`config.mk`:
```
export PLATFORM = sky130hd
export DESIGN_NAME = dmem_arbiter
export DESIGN_NICKNAME = d
export VERILOG_FILES = /design/src/rtl/dmem_arb_pkg.sv /design/src/rtl/dmem_rsp_tag_pipe.sv /design/src/rtl/dmem_arbiter.sv
export SDC_FILE = /design/constraint.sdc
export NUM_CORES = 1
export LEC_CHECK = 0
export CORE_AREA = 3 3 118 120
export DETAILED_ROUTE_END_ITERATION = 10
export DIE_AREA = 0 0 121 123
export PLACE_DENSITY_LB_ADDON = 0.3
export SYNTH_ARGS = -nofsm -noshare
export SYNTH_HDL_FRONTEND = slang
export SYNTH_SLANG_ARGS = --single-unit
```
`constraint.sdc`:
```
create_clock -name iClk -period 1.6 [get_ports iClk]
set_clock_uncertainty 0.05 [all_clocks]
set_input_delay 0.32 -clock iClk [delete_from_list [all_inputs] [get_ports iClk]]
set_output_delay 0.32 -clock iClk [all_outputs]
set_load 0.01 [all_outputs]
```
`src/rtl/dmem_arb_pkg.sv`:
```
// Shared types and constants for the data-memory arbiter.
//   ArbState  - arbiter FSM state
//   Owner     - which requester a read response belongs to
//   rsp_tag_t - {valid, owner} carried alongside an in-flight read
//   SZ_*      - access size codes on the *Size ports
package dmem_arb_pkg;

  typedef enum logic {ARB, AUX_BURST} ArbState;

  typedef enum logic {OWN_CPU, OWN_AUX} Owner;

  typedef struct packed {
    logic valid;
    Owner owner;
  } rsp_tag_t;

  localparam logic [1:0] SZ_BYTE = 2'd0;
  localparam logic [1:0] SZ_HALF = 2'd1;
  localparam logic [1:0] SZ_WORD = 2'd2;

endpackage

```
`src/rtl/dmem_rsp_tag_pipe.sv`:
```
// Response tag pipeline: DEPTH-stage shift register of {valid, owner} tags.
// A tag pushed with an issued read emerges on head_tag exactly DEPTH cycles
// later, aligned with the memory read data.
//   clk      in  clock, rising edge
//   rst_n    in  asynchronous active-low clear (drops tags in flight)
//   push_tag in  tag for the access issued this cycle
//   head_tag out tag whose read data is on the memory bus this cycle
module dmem_rsp_tag_pipe
  import dmem_arb_pkg::*;
#(
  parameter int unsigned DEPTH = 1
) (
  input  logic     clk,
  input  logic     rst_n,
  input  rsp_tag_t push_tag,
  output rsp_tag_t head_tag
);

  rsp_tag_t stage_q [DEPTH];

  always_ff @(posedge clk or negedge rst_n) begin
    if (!rst_n) begin
      for (int unsigned i = 0; i < DEPTH; i++) stage_q[i] <= '0;
    end else begin
      stage_q[0] <= push_tag;
      for (int unsigned i = 1; i < DEPTH; i++) stage_q[i] <= stage_q[i-1];
    end
  end

  assign head_tag = stage_q[DEPTH-1];

endmodule

```
`src/rtl/dmem_arbiter.sv`:
```
// Data-memory arbiter: shares one memory port between the CPU M-stage and
// an auxiliary loader/debug master. CPU has fixed priority; AUX may hold
// iAuxLock to take up to MAX_BURST consecutive beats. Read data returns
// RD_LAT cycles after issue, routed to the issuing requester.
// Optional feature macro STARVE_GUARD_EN: after AUX has waited
// STARVE_LIMIT cycles it is granted over the CPU for one cycle.
// Ports:
//   iClk, iRst                      clock, async active-low reset
//   iCpu*/oCpu*                     CPU request, ready, stall, response
//   iAux*/oAux*, iAuxLock           AUX request, ready, response, burst lock
//   oMem*                           memory request (zero when idle)
//   iMemRData                       memory read data, RD_LAT after issue
module dmem_arbiter
  import dmem_arb_pkg::*;
#(
  parameter int unsigned ADDR_W       = 32,
  parameter int unsigned DATA_W       = 32,
  parameter int unsigned RD_LAT       = 1,
  parameter int unsigned MAX_BURST    = 4,
  parameter int unsigned STARVE_LIMIT = 8
) (
  input  logic              iClk,
  input  logic              iRst,
  input  logic              iCpuValid,
  input  logic              iCpuWrite,
  input  logic [1:0]        iCpuSize,
  input  logic [ADDR_W-1:0] iCpuAddr,
  input  logic [DATA_W-1:0] iCpuWData,
  output logic              oCpuReady,
  output logic              oCpuStall,
  output logic              oCpuRspValid,
  output logic [DATA_W-1:0] oCpuRData,
  input  logic              iAuxValid,
  input  logic              iAuxWrite,
  input  logic [1:0]        iAuxSize,
  input  logic [ADDR_W-1:0] iAuxAddr,
  input  logic [DATA_W-1:0] iAuxWData,
  input  logic              iAuxLock,
  output logic              oAuxReady,
  output logic              oAuxRspValid,
  output logic [DATA_W-1:0] oAuxRData,
  output logic              oMemEn,
  output logic              oMemWrite,
  output logic [1:0]        oMemSize,
  output logic [ADDR_W-1:0] oMemAddr,
  output logic [DATA_W-1:0] oMemWData,
  input  logic [DATA_W-1:0] iMemRData
);

  localparam int unsigned BCNT_W = $clog2(MAX_BURST + 1);

  ArbState           state_q, state_d;
  logic [BCNT_W-1:0] burst_q, burst_d;
  logic              cpu_grant, aux_grant;
  logic              force_aux;
  rsp_tag_t          push_tag, head_tag;

`ifdef STARVE_GUARD_EN
  localparam int unsigned SCNT_W = $clog2(STARVE_LIMIT + 1);

  logic [SCNT_W-1:0] starve_q;

  assign force_aux = iAuxValid && (starve_q >= SCNT_W'(STARVE_LIMIT));

  always_ff @(posedge iClk or negedge iRst) begin
    if (!iRst) begin
      starve_q <= '0;
    end else if (aux_grant) begin
      starve_q <= '0;
    end else if (iAuxValid) begin
      starve_q <= starve_q + 1'b1;
    end
  end
`else
  logic unused_starve_limit;
  assign unused_starve_limit = (STARVE_LIMIT != 0);
  assign force_aux = 1'b0;
`endif

  always_ff @(posedge iClk or negedge iRst) begin
    if (!iRst) begin
      state_q <= ARB;
      burst_q <= '0;
    end else begin
      state_q <= state_d;
      burst_q <= burst_d;
    end
  end

  always_comb begin
    state_d   = state_q;
    burst_d   = burst_q;
    cpu_grant = 1'b0;
    aux_grant = 1'b0;
    unique case (state_q)
      ARB: begin
        if (force_aux)      aux_grant = 1'b1;
        else if (iCpuValid) cpu_grant = 1'b1;
        else if (iAuxValid) aux_grant = 1'b1;
        // The granting beat is the first of the burst.
        if (aux_grant && iAuxLock && (MAX_BURST > 1)) begin
          state_d = AUX_BURST;
          burst_d = BCNT_W'(1);
        end
      end
      AUX_BURST: begin
        aux_grant = iAuxValid;
        burst_d   = burst_q + 1'b1;
        if (!iAuxLock || !iAuxValid || (burst_q + 1'b1 == BCNT_W'(MAX_BURST))) begin
          state_d = ARB;
          burst_d = '0;
        end
      end
      default: state_d = ARB;
    endcase
    // Outputs are combinational from the inputs, so hold them quiet while
    // reset is asserted.
    if (!iRst) begin
      cpu_grant = 1'b0;
      aux_grant = 1'b0;
    end
  end

  assign oCpuReady = cpu_grant;
  assign oAuxReady = aux_grant;
  assign oCpuStall = iRst && iCpuValid && !cpu_grant;
  assign oMemEn    = cpu_grant || aux_grant;

  always_comb begin
    oMemWrite = 1'b0;
    oMemSize  = '0;
    oMemAddr  = '0;
    oMemWData = '0;
    if (cpu_grant) begin
      oMemWrite = iCpuWrite;
      oMemSize  = iCpuSize;
      oMemAddr  = iCpuAddr;
      oMemWData = iCpuWData;
    end else if (aux_grant) begin
      oMemWrite = iAuxWrite;
      oMemSize  = iAuxSize;
      oMemAddr  = iAuxAddr;
      oMemWData = iAuxWData;
    end
  end

  assign push_tag.valid = oMemEn && !oMemWrite;
  assign push_tag.owner = aux_grant ? OWN_AUX : OWN_CPU;

  dmem_rsp_tag_pipe #(
    .DEPTH (RD_LAT)
  ) u_tag_pipe (
    .clk      (iClk),
    .rst_n    (iRst),
    .push_tag (push_tag),
    .head_tag (head_tag)
  );

  assign oCpuRspValid = head_tag.valid && (head_tag.owner == OWN_CPU);
  assign oAuxRspValid = head_tag.valid && (head_tag.owner == OWN_AUX);
  assign oCpuRData    = oCpuRspValid ? iMemRData : '0;
  assign oAuxRData    = oAuxRspValid ? iMemRData : '0;

endmodule

```
# After elaboration in Yosys (flattened, before gate mapping)
# Cells that the tools add are included.
# totals
ramBits	0
out_inout_bits	137
ff_bits	6
romBits	0
latchBits	0
elab_cells	47
n_memories	0
# classes
eq_ne	2
addsub	1
bitwise	2
shift	0
order_cmp	0
reduce_logical	13
muxes	25
multipliers	0
div_mod_pow	0
# ops
op	count
2-to-1 mux 32 bit	6
2-to-1 mux 1 bit	12
logical AND 1 bit	6
2-to-1 mux 3 bit	2
case mux 3 bit (2 select lines)	1
zero test 1 bit	4
2-to-1 mux 2 bit	2
case mux 1 bit (2 select lines)	2
adder 3 x 1 -> 3 bit, second input constant	1
equality test 3 bit, second input constant	1
logical OR 1 bit	3
inequality test 2 bit, second input constant	1
inverter 1 bit	2

# Longest topological paths before layout
# logic_depth
word_depth	9
mapped_depth	6
ltp_nobuf	4

# Cells and area by module
# Synthesis repeated with hierarchy kept, for this count alone.
# hier_totals
hier_cells	187
area_unflattened_um2	1433.9
# modules_own_cells
mod	instances	cells_each	area_each_um2
dmem_arbiter	1	185	1383.8
dmem_rsp_tag_pipe	1	2	50.0

# Least setup slack after synthesis
# Ideal clock, no wire load.
# synth_timing
kind	register to output
from	register state_q
to	output port oMemWData[10]
t_arrival_ns	1.298
slack_ns	-0.068
path_buffers	3
stages_incl_launch_ff	7
required_ns	1.230
path_cell_list	dfrtp_1 nor2b_1 and2_1 buf_2 buf_6 buf_6 a22o_1
# synth_between
elab_chain_cells	5
elab_cells_between_ends	7
classes_between	mux: 6; bitwise: 1
# synth_lines
item	line_no	text
start, declared	dmem_arbiter.sv:52	ArbState state_q, state_d;
start signal, assigned	dmem_arbiter.sv:85	state_q <= state_d;
inverter 1 bit	-	
case mux 1 bit (2 select lines)	dmem_arbiter.sv:95	unique case (state_q)
2-to-1 mux 1 bit	dmem_arbiter.sv:118	if (!iRst) begin
2-to-1 mux 32 bit	dmem_arbiter.sv:139	end else if (aux_grant) begin
2-to-1 mux 32 bit *	dmem_arbiter.sv:134	if (cpu_grant) begin
end, declared	dmem_arbiter.sv:46	output logic [DATA_W-1:0] oMemWData,
# Every way passes the cells marked *; elsewhere a longest branch is shown, timed or not.

# Worst setup path after layout
# layout_timing
from	register state_q
to	output port oMemAddr[31]
# layout_between
elab_chain_cells	5
elab_cells_between_ends	7
classes_between	mux: 6; bitwise: 1
# layout_lines
item	line_no	text
inverter 1 bit	-	
case mux 1 bit (2 select lines)	dmem_arbiter.sv:95	
2-to-1 mux 1 bit	dmem_arbiter.sv:118	
2-to-1 mux 32 bit	dmem_arbiter.sv:139	
2-to-1 mux 32 bit *	dmem_arbiter.sv:134	
end, declared	dmem_arbiter.sv:45	output logic [ADDR_W-1:0] oMemAddr,
# Marked as above.

==> flow_summary_export.csv <==
group,metric,value,unit
worst_setup_path,cp_top_family,"buffers and inverters",
layout,fin_util,0.4119,
run_status,status,"finished with violations",
timing,rsz0062_at_grt,"yes",
logic_synthesis,synth_cells,187,
pwr,powerDensity,366.9,mW/mm²
clock_network,cts_htree_levels,1,
route,post_drt_wl_per_cell,18.22,µm
timing,setup_ws,-0.3669,ns
timing,final-setup-viol-count,125,
grt,grt_pass1_wl,16.33,mm
logic_synthesis,synthArstFlopShare,1.000,
worst_setup_path,timing_worst_setup_path_type,"reg -> out",
route,drtAntennaViolNets,0,
route,via_per_inst,4.331,
timing,worst_pin_slew,0.2672,ns
logic_synthesis,yosys.cell_types.count,22,
logic_synthesis,synth_top_area_frac,0.4150,
pwr,ir_drop,278.2,µV
route,routed_wl,12.90,mm
worst_setup_path,cp-start-kind,"register",
run,cap_violations,0,
place,placed_area,0.004805,mm²
floorplan,initial_core_util,0.1097,
logic_synthesis,synth_mux_area_frac,0.006975,
logic_synthesis,yosysSeqAreaShare,0.1046,
layout,drive_gt1_frac,0.4530,
layout,regArea,151.4,µm²
route,via_count,3066,
layout,diodes,0,
worst_setup_path,critPathBufInv,3,
grt,grt_overflow,0,
logic_synthesis,synthAdderAreaFrac,0.01744,
logic_synthesis,yosysMostFrequentCell,"a22o_1",
timing,relSlewSlack,0.8206,
clock_network,numCtsBuffers,3,
worst_hold_path,hold_class,"in -> async",
logic_synthesis,yosysWarningCount,0,
clock_network,clockRootBuffer,"clkbuf_16",
floorplan,die_x,121,µm
floorplan,die_area,0.01488,mm²
logic_synthesis,yosys_most_used_dff,"dfrtp_1",
clock_network,clock_path_buffers,2,
place,dp_slack,-1.000,ns
grt,track_usage,0.1389,
route,drt_first_iter_violations,70,
clock_network,cts_tree,"built",
floorplan,die_h,123,µm
layout,nNetsFinal,707,
timing,timing.final.crit_share,1.229,
timing,maxSlewViolCount,0,
clock_network,clock_latency,0.23,ns
grt,antenna_found_initial,0,
timing,final-hold-violation-count,0,
logic_synthesis,avgSynthCellArea,7.674,µm²
run_status,violations,"setup timing",
clock_network,clkTransAtPathRegs,0.04,ns
place,place_congestion,0.7605,
logic_synthesis,syn-cell-area,0.001435,mm²
logic_synthesis,ys_ff_latch,6,
layout,n_fill_cell,1294,
logic_synthesis,ys_top_cells_by_count,"a22o_1, and2_1, and3_1",
worst_setup_path,path_max_fanout,6,
grt,grt_pass1_vias,2894,
logic_synthesis,synth_xor_area_frac,0.006103,
layout,final_cells,708,
route,drt_pass1_iterations,4,
place,placed_cells,666,
place,dp_hpwl,9.418,mm
worst_setup_path,worstPathRequired,1.23,ns
timing,setup_tns,-33.88,ns
logic_synthesis,synth_area_leaders,"a22o_1, and2_1, and3_1, dfrtp_1, clkbuf_1",
layout,multi_input_area,0.001299,mm²
logic_synthesis,synth_compound_area_frac,0.4377,
logic_synthesis,yosys.area_share.simple,0.3365,
floorplan,coreArea,0.01309,mm²
clock_network,cts_sinks,6,
logic_synthesis,synth-edff-count,0,
timing,max_freq,508.4,MHz
logic_synthesis,synth_top_family_by_area,"compound AO/OA/AOI/OAI gates",
layout,area_growth,275.6,%
pwr,p_total,1.978,mW
logic_synthesis,synth_nets,360,
worst_setup_path,arrival,1.60,ns
worst_setup_path,slowest_stage,"dfrtp_1",
route,drc,0,
logic_synthesis,synth_top_area_cell,"a22o_1",
timing,holdWs,0.1656,ns
floorplan,row_count,42,
layout,stdcell_area,0.005390,mm²
pwr,p_leak,2.622,nW
worst_setup_path,slowest_delay,0.41,ns
grt,grt_max_degree,34,
place,io_buffers,307,
timing,fin_crit,1.967,ns
worst_setup_path,cp-end-kind,"primary output",
floorplan,ioPinCount,308,
worst_setup_path,path_cells,"nor2b_4 > and2_4 > buf_8 > buf_16 > a22o_1 > buf_2",
[cells in the final DEF (no fill, tap or decap), types with 7 or more instances in the layout]
master             n
clkdlybuf4s50_1  167
a22o_1            68
and2_4            28
buf_6             71
and2_1             7
and3_1            26
clkbuf_16          9
buf_2             56
and3_4             7
clkbuf_2          25
buf_12            12
buf_4             17
[layout make-up]
class,count,area share
timing repair buffer,366,0.6748
multi-input combinational,155,0.2409
tap,176,0.04085
sequential,6,0.02809
clock buffer,3,0.01393
inverter,2,0.001393
[power by group]
part / switching, mW / leakage, nW / internal, mW / total [mW]
Combinational: 0.488 / 2.51 / 0.907 / 1.40
Clock: 0.0821 / 0.0370 / 0.321 / 0.403
Sequential: 0.0145 / 0.0780 / 0.165 / 0.180
Total: 0.584 / 2.62 / 1.39 / 1.98
[path summary, 6_finish.rpt]
check | from | slack, ns | endpoint | cells after the start
max reg2reg | burst_q[0] | 0.10 | burst_q[1] | 4
min in group iClk | iCpuValid | 0.46 | state_q | 3
min reg2reg | burst_q[2] | 0.48 | burst_q[2] | 1
min | iRst | 0.17 | burst_q[1] | 2
max | state_q | -0.37 | oMemAddr[31] | 6
max in group asynchronous | iRst | 1.20 | u_tag_pipe.head_tag[0] | 2
[worst register-to-register path, cell delays in order (launching register included)]
cell	delay, ns
dfrtp_1	0.41
ha_1	0.23
xnor2_1	0.16
o2111ai_2	0.23
a2bb2o_1	0.30
[cells by family (layout without fill, tap and decap cells)]
family | count (synthesis) | in the layout
mux | 1 | 1
compound gates | 72 | 72
flops | 6 | 6
simple gates | 79 | 79
fa+ha+maj | 2 | 2
buf+inv | 26 | 371
xor+xnor | 1 | 1
[registers in the layout (all words and copies together), names as in the netlist]
signal / flops
burst_q: 3
u_tag_pipe.head_tag: 2
state_q: 1
[layer usage]
| metal | up-vias | GRT usage | routed length [µm] |
|---|---|---|---|
| li1 | 1421 | - | - |
| met4 | 0 | 0.04037 | 316 |
| met1 | 1418 | 0.1565 | 4563 |
| met3 | 16 | 0.03843 | 1210 |
| met5 | - | 0 | 0 |
| met2 | 211 | 0.2553 | 6809 |
[timing repair]
item,in CTS,in global routing
pin swaps,23,37
endpoints found under the setup margin,137,138
endpoints found under the hold margin,0,0
setup buffers,8,19
cloned,9,8
hold buffers,0,0
resized for setup,454,184
Note: power is estimated with default switching activity, not from simulation.
